File: src/rtl/divider_replica_monitor.sv
// Timing monitor for the divider critical path. It probes an inverter-chain replica
// and switches the divider into, and back out of, a two-cycle slow mode.
// Optional failure statistics counter: define DIV_REPLICA_MON_STATS_EN.
module divider_replica_monitor #(
  parameter int unsigned PROBE_INTERVAL    = 64,
  parameter int unsigned FAIL_THRESH       = 2,
  parameter int unsigned PASS_THRESH       = 16,
  parameter bit          REPLICA_INVERTING = 1'b0,
  parameter int unsigned CNT_W             = 16
) (
  input  logic             clk_i,
  input  logic             rst_ni,
  input  logic             enable_i,
  input  logic             force_probe_i,
  input  logic             div_busy_i,
  input  logic             replica_out_i,
  output logic             replica_in_o,
  output logic             slow_mode_o,
  output logic             violation_o,
  output logic             probe_done_o,
  input  logic             clr_count_i,
  output logic [CNT_W-1:0] fail_count_o
);

  typedef enum logic [1:0] {
    ST_IDLE   = 2'd0,
    ST_LAUNCH = 2'd1,
    ST_EVAL   = 2'd2
  } state_t;

  localparam logic [15:0] IVL_LAST = 16'(PROBE_INTERVAL - 1);
  localparam logic [3:0]  FAIL_LIM = 4'(FAIL_THRESH);
  localparam logic [7:0]  PASS_LIM = 8'(PASS_THRESH);

  state_t      state_reg, state_next;
  logic [15:0] ivl_reg, ivl_next;
  logic        launch;
  logic        eval;
  logic        probe_pass;

  logic        replica_in_reg;
  logic        exp_reg;
  logic        cap_reg;
  logic        probe_done_reg;
  logic        violation_reg;

  // mode_slow_reg is the target mode; slow_mode_reg is what the divider sees.
  logic        mode_slow_reg, mode_slow_next;
  logic        slow_mode_reg, slow_mode_next;
  logic [3:0]  fail_run_reg, fail_run_next;
  logic [7:0]  pass_run_reg, pass_run_next;

  // Probe sequencer
  always_ff @(posedge clk_i or negedge rst_ni) begin
    if (!rst_ni) begin
      state_reg <= ST_IDLE;
      ivl_reg   <= '0;
    end else begin
      state_reg <= state_next;
      ivl_reg   <= ivl_next;
    end
  end

  always_comb begin
    state_next = state_reg;
    ivl_next   = ivl_reg;
    launch     = 1'b0;
    case (state_reg)
      ST_IDLE: begin
        if (!enable_i) begin
          ivl_next = '0;
        end else if (force_probe_i || (ivl_reg == IVL_LAST)) begin
          state_next = ST_LAUNCH;
          ivl_next   = '0;
          launch     = 1'b1;
        end else begin
          ivl_next = ivl_reg + 16'd1;
        end
      end
      ST_LAUNCH: state_next = ST_EVAL;
      ST_EVAL:   state_next = ST_IDLE;
      default:   state_next = ST_IDLE;
    endcase
  end

  assign eval       = (state_reg == ST_EVAL);
  assign probe_pass = (cap_reg == exp_reg);

  // Launch, capture and result pulses
  always_ff @(posedge clk_i or negedge rst_ni) begin
    if (!rst_ni) begin
      replica_in_reg <= 1'b0;
      exp_reg        <= 1'b0;
      cap_reg        <= 1'b0;
      probe_done_reg <= 1'b0;
      violation_reg  <= 1'b0;
    end else begin
      if (launch) begin
        replica_in_reg <= ~replica_in_reg;
        exp_reg        <= ~replica_in_reg ^ REPLICA_INVERTING;
      end
      if (state_reg == ST_LAUNCH) begin
        cap_reg <= replica_out_i;
      end
      probe_done_reg <= eval;
      violation_reg  <= eval & ~probe_pass;
    end
  end

  // Run counters always follow the target mode, even while a change is pending.
  always_comb begin
    mode_slow_next = mode_slow_reg;
    fail_run_next  = fail_run_reg;
    pass_run_next  = pass_run_reg;
    if (eval) begin
      if (!mode_slow_reg) begin
        if (probe_pass) begin
          fail_run_next = '0;
        end else if ((fail_run_reg + 4'd1) == FAIL_LIM) begin
          mode_slow_next = 1'b1;
          fail_run_next  = '0;
          pass_run_next  = '0;
        end else begin
          fail_run_next = fail_run_reg + 4'd1;
        end
      end else begin
        if (!probe_pass) begin
          pass_run_next = '0;
        end else if ((pass_run_reg + 8'd1) == PASS_LIM) begin
          mode_slow_next = 1'b0;
          fail_run_next  = '0;
          pass_run_next  = '0;
        end else begin
          pass_run_next = pass_run_reg + 8'd1;
        end
      end
    end
    slow_mode_next = div_busy_i ? slow_mode_reg : mode_slow_next;
  end

  always_ff @(posedge clk_i or negedge rst_ni) begin
    if (!rst_ni) begin
      mode_slow_reg <= 1'b1;
      slow_mode_reg <= 1'b1;
      fail_run_reg  <= '0;
      pass_run_reg  <= '0;
    end else begin
      mode_slow_reg <= mode_slow_next;
      slow_mode_reg <= slow_mode_next;
      fail_run_reg  <= fail_run_next;
      pass_run_reg  <= pass_run_next;
    end
  end

`ifdef DIV_REPLICA_MON_STATS_EN
  logic [CNT_W-1:0] fail_count_reg;

  // Clear takes priority over a failure landing in the same cycle.
  always_ff @(posedge clk_i or negedge rst_ni) begin
    if (!rst_ni) begin
      fail_count_reg <= '0;
    end else if (clr_count_i) begin
      fail_count_reg <= '0;
    end else if (eval && !probe_pass && (fail_count_reg != {CNT_W{1'b1}})) begin
      fail_count_reg <= fail_count_reg + 1'b1;
    end
  end

  assign fail_count_o = fail_count_reg;
`else
  logic unused_clr_count;
  assign unused_clr_count = clr_count_i;
  assign fail_count_o     = '0;
`endif

  assign replica_in_o = replica_in_reg;
  assign slow_mode_o  = slow_mode_reg;
  assign violation_o  = violation_reg;
  assign probe_done_o = probe_done_reg;

endmodule

File: config.mk
export PLATFORM = sky130hd
export DESIGN_NAME = divider_replica_monitor
export DESIGN_NICKNAME = d
export VERILOG_FILES = /design/src/rtl/divider_replica_monitor.sv
export SDC_FILE = /design/constraint.sdc
export NUM_CORES = 1
export LEC_CHECK = 0
export ABC_AREA = 1
export BUFFER_PORTS_ARGS = -buffer_cell sky130_fd_sc_hd__buf_2
export CAP_MARGIN = 10
export CORE_UTILIZATION = 31
export DETAILED_ROUTE_END_ITERATION = 6
export MAX_ROUTING_LAYER = met4
export PLACE_DENSITY = 0.55
export SKIP_CTS_REPAIR_TIMING = 1
export SLEW_MARGIN = 20
export SYNTH_ARGS = -nofsm -noshare
export SYNTH_HDL_FRONTEND = slang
export SYNTH_SLANG_ARGS = --single-unit
File: constraint.sdc
create_clock -name clk_i -period 1.8 [get_ports clk_i]
set_clock_uncertainty 0.05 [all_clocks]
set_input_delay 0.36 -clock clk_i [delete_from_list [all_inputs] [get_ports clk_i]]
set_output_delay 0.36 -clock clk_i [all_outputs]
set_load 0.02 [all_outputs]
Yosys cells after proc, flatten, opt, wreduce, memory -nomap -nowiden --
Cells that the tools add are included.
Storage, ports and cells: word-level logic and storage cells 57, input port bits 7, flip-flop bits (word level) 36
Cells by class: $add $sub $neg 3, eq/ne operators 11, multiplexer cells 24, reduce and logical (&&, ||, !) cells 6, bitwise operators 3
Operators with widths (number):
- two-way mux 8 bit | 5
- two-way mux 16 bit | 2
- two-way mux 4 bit | 5
- adder 16 x 1 -> 16 bit (second input constant) | 1
- == test 16 x 6 -> 1 bit (second input constant) | 1
- two-way mux 1 bit | 9
- adder 8 x 1 -> 8 bit (second input constant) | 1
- == test 8 x 5 -> 1 bit (second input constant) | 1
- inequality test 2 bit (second input constant) | 3
- AND reduction 3 bit | 2
- adder 4 x 1 -> 4 bit (second input constant) | 1
- == test 4 x 2 -> 1 bit (second input constant) | 1
- two-way mux 2 bit | 2
- inequality test 2 x 1 -> 1 bit (second input constant) | 2
- case mux 2 bit (2 select lines) | 1
- == test 2 x 1 -> 1 bit (second input constant) | 1
- == test 2 bit (second input constant) | 1
- logical NOT 2 bit | 1
- NOT 1 bit | 2
- AND reduction 2 bit | 1
- nonzero test 2 bit | 1
- AND 1 bit | 1
- == test 1 bit | 1
- logical OR 1 bit | 1

Depth between registers and ports, before layout --
Gate-level depths: netlist (run 1).
depth in word-level cells 6, mapped depth 12

Least setup slack after synthesis (run 1) --
No wires, ideal clock.
path kind flip-flop to flip-flop, start reg pass_run_reg[0], end reg fail_run_reg[0], required time 1.633 ns, cell stages (with the launch flop) 12, arrival 1.385 ns, slack 0.248 ns, cell sequence dfrtp_1 -> ha_1 -> nand3_1 -> nand2_1 -> nand2_1 -> nand3_1 -> nor2_1 -> nand2_2 -> nand2_4 -> nand2_2 -> nand2_1 -> nand2_1
On the way: word-level cells in the longest chain between the ends 4
Ends and longest elaborated chain:
- start: declaration | RTL line 51 | logic [7:0] pass_run_reg, pass_run_next;
- start signal: assignment | RTL line 151 | pass_run_reg <= pass_run_next;
- adder 8 x 1 -> 8 bit | RTL line 129 | end else if ((pass_run_reg + 8'd1) == PASS_LIM) begin
- == test 8 x 5 -> 1 bit | RTL line 129
- inequality test 2 x 1 -> 1 bit (no source line)
- AND reduction 3 bit (no source line)
- end signal: assignment | RTL line 150 | fail_run_reg <= fail_run_next;
- end: declaration | RTL line 50 | logic [3:0] fail_run_reg, fail_run_next;
No other way between the ends. A chain may end at the register's enable or synchronous reset.

Worst setup path in the final report (run 1) --
start reg fail_run_reg[1], end reg pass_run_reg[1]
On the way: word-level cells in the longest chain between the ends 4
Ends and longest elaborated chain:
- adder 4 x 1 -> 4 bit | RTL line 119 | end else if ((fail_run_reg + 4'd1) == FAIL_LIM) begin
- == test 4 x 2 -> 1 bit | RTL line 119
- nonzero test 2 bit (no source line)
- AND reduction 3 bit (no source line)
No other way between the ends.

==> results of run 1 <==
## layer usage
metal  global-route usage  vias up
met5                    -        -
met4               0.0231        0
li1                     -      875
met3               0.0292        5
met1                0.170      761
met2                0.203       20
## how the worst max path moves through the flow
stage               startpoint               to  slack, ps
2_1_floorplan  pass_run_reg[0]  fail_run_reg[0]        250
3_3_place_gp   fail_run_reg[1]  pass_run_reg[0]        150
3_5_place_dp   fail_run_reg[1]  pass_run_reg[1]        110
4_1_cts        fail_run_reg[1]  pass_run_reg[1]         80
5_1_grt        pass_run_reg[1]  fail_run_reg[3]          4
6_report       fail_run_reg[1]  pass_run_reg[1]        160
## cells by family (layout without fill, tap and decap cells)
logic type	after synthesis	after routing	synth area share
simple gates	148	148	0.319
compound gates	17	17	0.0403
xor+xnor	12	12	0.0491
other cells	1	16	0.00175
buf+inv	60	67	0.139
fa+ha+maj	5	5	0.0292
flops	36	36	0.422
## power groups by stage
| stage | clock network [W] | registers [W] | logic, W |
|---|---|---|---|
| 4_1_cts | 0.000752 | 0.000950 | 0.000463 |
| 5_1_grt | 0.000788 | 0.000959 | 0.000539 |
| 6_report | 0.000729 | 0.000950 | 0.000471 |
| 2_1_floorplan | 0 | 0.000988 | 0.000300 |
| 3_3_place_gp | 0 | 0.000963 | 0.000454 |
| 3_5_place_dp | 0 | 0.000966 | 0.000462 |
## cell type report
class,instances,area share
Multi-Input combinational cell,198,0.418
Sequential cell,36,0.378
Inverter,42,0.0669
Timing Repair Buffer,17,0.0502
Tap cell,77,0.0403
Clock buffer,5,0.0288
Clock inverter,3,0.0178
## critical path, delay by kind of cell (launching register included)
kind / cells / cell delay (ps)
DFF: 1 / 440
and+or+nand+nor: 9 / 740
buffers and inverters: 1 / 90
adders and majority gates: 1 / 210
## cells in the mapped netlist
| master | count |
|---|---|
| dfrtp_1 | 34 |
| xnor2_1 | 2 |
| ha_1 | 5 |
| nand2_2 | 4 |
| nor2_1 | 31 |
| nand4_1 | 8 |
| nor3_1 | 3 |
| nor3b_1 | 2 |
| o21ai_0 | 9 |
| buf_6 | 1 |
| or2_2 | 1 |
| nor2_2 | 2 |
| nand3_1 | 21 |
| nor2_4 | 1 |
| conb_1 | 1 |
| dfstp_2 | 2 |
| xor2_1 | 10 |
| nand3_2 | 1 |
| nor3_2 | 4 |
| or2_0 | 1 |
| o21ai_1 | 2 |
| buf_4 | 17 |
| inv_2 | 2 |
| nand2_1 | 67 |
| inv_1 | 40 |
| nand2_4 | 1 |
| o22ai_1 | 1 |
| or2_1 | 1 |
| a21oi_1 | 5 |
## metrics by stage
step           utilization  cells  setup WS [ps]
2_1_floorplan            -    294            248
3_3_place_gp         0.346    367            145
3_5_place_dp         0.346    367            105
4_1_cts              0.363    375           76.2
5_1_grt              0.368    378           4.38
6_report             0.368    378            156
==> metrics, run 1 <==
status finished clean; CTS tree built; critical path capture point type flip-flop; Max-Cap Viols 0; area grow syn2layout 11.8%; Clk pwr share 0.339; Die H 85.1 um; most common cell after layout, fill and taps aside nand2_1; fillers 697; Worst Path Required 1930 ps; Num CTS Buffers 5; power share of the sequential group 0.442; reg2reg end pass_run_reg[1]; P per Cell Area 899 nW/um^2; Initial Utilization 0.329; CTS Buffer Depth 2; share of the synthesized area in the top cell type 0.398; DRC viols 0; Synth Area per Inst 7.67 um^2; Synth warnings 0; vias in the first global route between 1500 and 2000; Fmax 0.608 GHz; hold_ws 221 ps; Mapped Area 2140 um^2; TritonRoute pass-1 iters 4; RSZ-0062 raised after global routing false; most used cell, CP nand2_1; Final Hold Fails 0; setup_tns 0 ps; row count 29; CP max stage cell dfrtp_1; top cells by area, synth dfrtp_1, nand2_1, inv_1; Hold Path Class in -> reg; post-place instance area 2250 um^2; min-delay src replica_out_i; worst skew pair latency 290 ps; Die W 85.1 um; max reg flops 16; IO Port Bufs 9; largest net degree at the start of global routing 21; final WL 3.93 mm; layout cells sized above 1 0.140; sequential share of the synthesized area 0.422; multi-input combinational cell area around 1000 um^2; Via Count 1661; most frequent cells in the layout nand2_1, inv_1, dfrtp_1; startpoint types flip-flop; Antenna Nets Post-Route 0; wire length per cell 10.4 um; WHS Path Cells 3; Worst-path clk slew 80 ps; Yosys cell types 29; fin crit share 0.913; H-Tree Level Count 2; crit path cell chain ha_1, nand2_1, nand2_1, nor2_1, nand2_1, nand2_1, nand2_1, nand2_4, inv_1, nand2_1, nand2_1; Worst Reg-to-Reg Cells 11; antenna fix cells 0; Min-Delay Endpoint cap_reg; P_sw ~0.0007 W; clk sink count 36; Worst EP arrival 1770 ps; combinational power share 0.219; Slew Limit Fails 0; Pint 0.00147 W; vias per std cell roughly 4.4; GRT Util Overall 0.128; Setup CP Type reg -> reg; max incr delay on CP 440 ps; FF-to-FF Start fail_run_reg[1]; die area between 7000 and 8000 um^2; post-synth top area cell dfrtp_1; Leak 1.20 nW; detailed placement HPWL between 2 and 3 mm; worst vdd ir approximately 450 uV; initial antenna violation count 0; total core area approximately 6500 um^2; Seq. cell area 903 um^2; min Tclk post-route 1640 ps; final setup fails 0; total power 0.00215 W; DR WL met2 approximately 1.8 mm; sw frac 0.319; Met3 Wirelength about 110 um; GRT overflow 0; #FFs+latches synth 36; Highest Signal Layer met4; RD Place Congestion 0.763; Metal-1 WL 2.00 mm; flop-to-flop setup slack 160 ps; post-synthesis cell count 279; clk root buf clkbuf_8; nets@finish 312; Iter 0 DRT Violations 73; final instance area 2390 um^2; io pins 27; CP Max Fanout 14; first-pass GRT wire length around 7.2 mm
Note: power is estimated with default switching activity, not from simulation.
==> run 2: changes to the inputs <==
--- a/config.mk
+++ b/config.mk
@@ -8,10 +8,10 @@
 export ABC_AREA = 1
 export BUFFER_PORTS_ARGS = -buffer_cell sky130_fd_sc_hd__buf_2
 export CAP_MARGIN = 10
-export CORE_UTILIZATION = 31
+export CORE_UTILIZATION = 45
 export DETAILED_ROUTE_END_ITERATION = 6
 export MAX_ROUTING_LAYER = met4
-export PLACE_DENSITY = 0.55
+export PLACE_DENSITY = 0.72
 export SKIP_CTS_REPAIR_TIMING = 1
 export SLEW_MARGIN = 20
 export SYNTH_ARGS = -nofsm -noshare
==> metrics, run 2 (synthesized netlist as in run 1, its figures left out) <==
Worst Reg-to-Reg Cells 10; GRT overflow 0; Max-Cap Viols 0; fin crit share 0.903; critical path capture point type flip-flop; Via Count 1627; DRC viols 2; Leak 1.17 nW; total core area ~4500 um^2; vias per std cell 4.66; Worst-path clk slew 70 ps; min Tclk post-route 1630 ps; P per Cell Area 872 nW/um^2; Initial Utilization 0.478; Final Hold Fails 0; setup_tns 0 ps; initial antenna violation count 0; CP endpoint ivl_reg[13]; largest net degree at the start of global routing 37; startpoint types flip-flop; hold_ws 49.5 ps; status complete, but fails checks; TritonRoute pass-1 iters 6; RSZ-0062 raised after global routing false; worst skew pair latency just under 300 ps; area grow syn2layout 8.48%; Placed Instances 341; worst vdd ir 449 uV; Worst path depth 10; RD Place Congestion 0.815; worst path bufs/invs 2; vias in the first global route 1459; most frequent cells in the layout nand2_1, inv_1, dfrtp_1; CTS tree built; antenna fix cells 0; most used cell, CP nand2_1; non-filler cells in the finished layout 349; row count 24; FF-to-FF Start ivl_reg[1]; IO Port Bufs 9; Antenna Nets Post-Route 0; final WL 3.55 mm; reg2reg end ivl_reg[13]; CP Max Fanout 14; CP max stage cell dfrtp_1; failing checks DRC; final setup fails 0; CTS Buffer Depth 2; max incr delay on CP 410 ps; GRT Util Overall 0.160; io pins 27; cell family with most CP delay simple AND/OR/NAND/NOR gates; crit path cell chain ha_1, nand2_1, inv_1, nand2_1, nor3_2, a21oi_1, nand2_1, nand2_1, inv_4, nor2_1; first-pass GRT wire length 6.20 mm; die area 5030 um^2; Worst EP arrival roughly 1800 ps; Slew Limit Fails 0; Die H 71.0 um; crit path from ivl_reg[1]; H-Tree Level Count 2; layout cells sized above 1 0.145; clk root buf clkbuf_8; Worst Path Required 1960 ps; max reg flops 16; detailed placement HPWL between 2 and 2.5 mm; Hold Path Class in -> async; clk sink count 36; wire length per cell 10.2 um; Fmax ~0.6 GHz; Die W 71.0 um; nets@finish 308; most common cell after layout, fill and taps aside nand2_1; Setup CP Type reg -> reg; Iter 0 DRT Violations 87; flop-to-flop setup slack 170 ps; Num CTS Buffers 5
## run 2: metal layers
metal / vias up / track usage / wire [um] / share of wire
met5: - / - / 0 / 0
met4: 0 / 0.0711 / 62 / 0.017
met3: 7 / 0.0370 / 120 / 0.034
met2: 28 / 0.247 / 1610 / 0.45
met1: 725 / 0.203 / 1750 / 0.49
li1: 867 / - / - / -
## run 2: layout make-up
| cell class | count | area, um^2 |
|---|---|---|
| Clock buffer | 8 | 100 |
| Fill cell | 429 | 2150 |
| Multi-Input combinational cell | 198 | 1020 |
| Tap cell | 52 | 65.1 |
| Timing Repair Buffer | 13 | 75.1 |
| Sequential cell | 36 | 905 |
| Inverter | 42 | 160 |
## run 2: report_power, final
group / internal (W) / switching [W] / total, W
Clock: 0.000349 / 0.000279 / 0.000628
Sequential: 0.000886 / 0.0000711 / 0.000958
Combinational: 0.000150 / 0.000288 / 0.000438
Total: 0.00139 / 0.000638 / 0.00202
## run 2: how the worst min path moves through the flow
stage                     startpoint  depth (start not counted)         endpoint
final                         rst_ni                          2  pass_run_reg[2]
after global routing          rst_ni                          2  pass_run_reg[2]
after CTS                     rst_ni                          2  pass_run_reg[2]
after detailed placement      rst_ni                          2  pass_run_reg[2]
after global placement        rst_ni                          2  pass_run_reg[2]
after floorplan               rst_ni                          0          cap_reg
## run 2: through the flow
step                      instance area [um^2]  setup slack, ps   util  power, W
after detailed placement                  2200              112  0.491   0.00141
after floorplan                           2200              248      -   0.00129
after global placement                    2200              127  0.491   0.00139
final                                     2320              175  0.519   0.00202
after global routing                      2320             18.1  0.519   0.00215
after CTS                                 2300              105  0.513   0.00204
==> run 3: changes to the inputs <==
--- a/config.mk
+++ b/config.mk
@@ -8,10 +8,11 @@
 export ABC_AREA = 1
 export BUFFER_PORTS_ARGS = -buffer_cell sky130_fd_sc_hd__buf_2
 export CAP_MARGIN = 10
-export CORE_UTILIZATION = 45
+export CORE_UTILIZATION = 25
+export CTS_BUF_LIST = sky130_fd_sc_hd__clkbuf_16
 export DETAILED_ROUTE_END_ITERATION = 6
 export MAX_ROUTING_LAYER = met4
-export PLACE_DENSITY = 0.72
+export PLACE_DENSITY = 0.48
 export SKIP_CTS_REPAIR_TIMING = 1
 export SLEW_MARGIN = 20
 export SYNTH_ARGS = -nofsm -noshare
==> metrics, run 3 (synthesized netlist as in run 1, its figures left out) <==
status finished clean; antenna fix cells 0; P_sw approximately 0.0007 W; Fmax slightly above 0.6 GHz; die area between 8000 and 9000 um^2; area grow syn2layout 16.7%; min-delay src div_busy_i; critical path capture point type flip-flop; layout cells sized above 1 0.146; startpoint types flip-flop; fin crit share 0.911; FF-to-FF Start fail_run_reg[0]; clk root buf clkbuf_16; total core area between 8000 and 9000 um^2; IO Port Bufs 9; Worst Path Required 1910 ps; GRT overflow 0; detailed placement HPWL just under 3 mm; fillers 897; vias per std cell 4.10; final WL approximately 4.0 mm; Hold Path Class in -> reg; combinational power share 0.202; worst vdd ir 368 uV; largest net degree at the start of global routing 23; P per Cell Area 966 nW/um^2; row count 33; vias in the first global route between 1500 and 2000; Num CTS Buffers 5; Die W 94.5 um; TritonRoute pass-1 iters 4; Leak 1.23 nW; Worst-path clk slew 60 ps; initial antenna violation count 0; max reg flops 16; CTS Buffer Depth 2; Setup CP Type reg -> reg; Initial Utilization 0.259; CP Max Fanout 9; post-layout util 0.302; DRC viols 0; most common cell after layout, fill and taps aside nand2_1; RSZ-0062 raised after global routing false; clk sink count 36; sw frac 0.290; Iter 0 DRT Violations 49; first-pass GRT wire length 7.20 mm; Clk pwr share 0.406; Final Hold Fails 0; Worst EP arrival roughly 1800 ps; Die H 94.5 um; setup_tns 0 ps; most frequent cells in the layout nand2_1, inv_1, dfrtp_1; io pins 27; H-Tree Level Count 2; min Tclk post-route 1640 ps; Via Count about 1700; nets@finish 312; RD Place Congestion 0.842; GRT Util Overall 0.106; crit path from fail_run_reg[0]; final setup fails 0; CTS tree built; worst skew pair latency 280 ps; wire length per cell 9.76 um; non-filler cells in the finished layout around 400; Pint 0.00171 W; Slew Limit Fails 0; Placed Instances 396; power share of the sequential group 0.392; Max-Cap Viols 0; Antenna Nets Post-Route 0
## run 3: changes by cell type in the layout (fill, tap and decap cells not counted), sizes merged
cell         previous run  this run
dlygate4sd3             0         1
clkinv                  0         1
buf                    13        16
inv                    42        43
clkbuf                  8         5
bufinv                  0         1
## run 3: power groups by stage
stage / clock network, W / logic [W] / registers [W]
2_1_floorplan: 0 / 0.000300 / 0.000988
3_3_place_gp: 0 / 0.000480 / 0.000960
3_5_place_dp: 0 / 0.000484 / 0.000961
4_1_cts: 0.00101 / 0.000485 / 0.000947
5_1_grt: 0.00104 / 0.000564 / 0.000957
6_report: 0.000979 / 0.000487 / 0.000947
## run 3: metal layers
metal,track usage,part of all wire
met1,0.133,0.51
met2,0.165,0.45
met3,0.0266,0.025
met4,0.0354,0.011
met5,-,0
## run 3: through the flow
step	worst slack (ps)	area (um^2)	power, W	hold WS, ps
2_1_floorplan	248	2200	0.00129	14.4
3_3_place_gp	147	2300	0.00144	252
3_5_place_dp	147	2300	0.00145	255
4_1_cts	131	2470	0.00244	-46.4
5_1_grt	11.1	2500	0.00256	237
6_report	160	2500	0.00241	240
## run 3: path summary, 6_finish.rpt
check	end	slack, ps	cells past startpoint
worst max-delay path	pass_run_reg[5]	160	11
worst min-delay path	slow_mode_o	240	3
worst max register to register	pass_run_reg[5]	160	11
worst min register to register	slow_mode_o	410	2
max in group asynchronous	mode_slow_reg	700	3
min in group asynchronous	ivl_reg[6]	480	2
## run 3: area by class of cell
cell class / instances / area (um^2) / share of cell area
clock buffer: 5 / 125 / 0.0501
clock inverter: 3 / 38.8 / 0.0155
inverter: 42 / 158 / 0.0631
multi-input combinational: 198 / 1010 / 0.404
sequential: 36 / 903 / 0.362
tap: 105 / 131 / 0.0526
timing repair buffer: 17 / 133 / 0.0531
## run 3: worst max-delay path: stages, from the launching register on
cell and delay [ps]:
dfrtp_1 410, buf_4 160, ha_1 180, inv_1 60
nor2_2 40, nand2_1 90, nand2_1 70, nand2_1 100
nand2_4 80, buf_12 140, nand3_1 50, o21ai_0 80
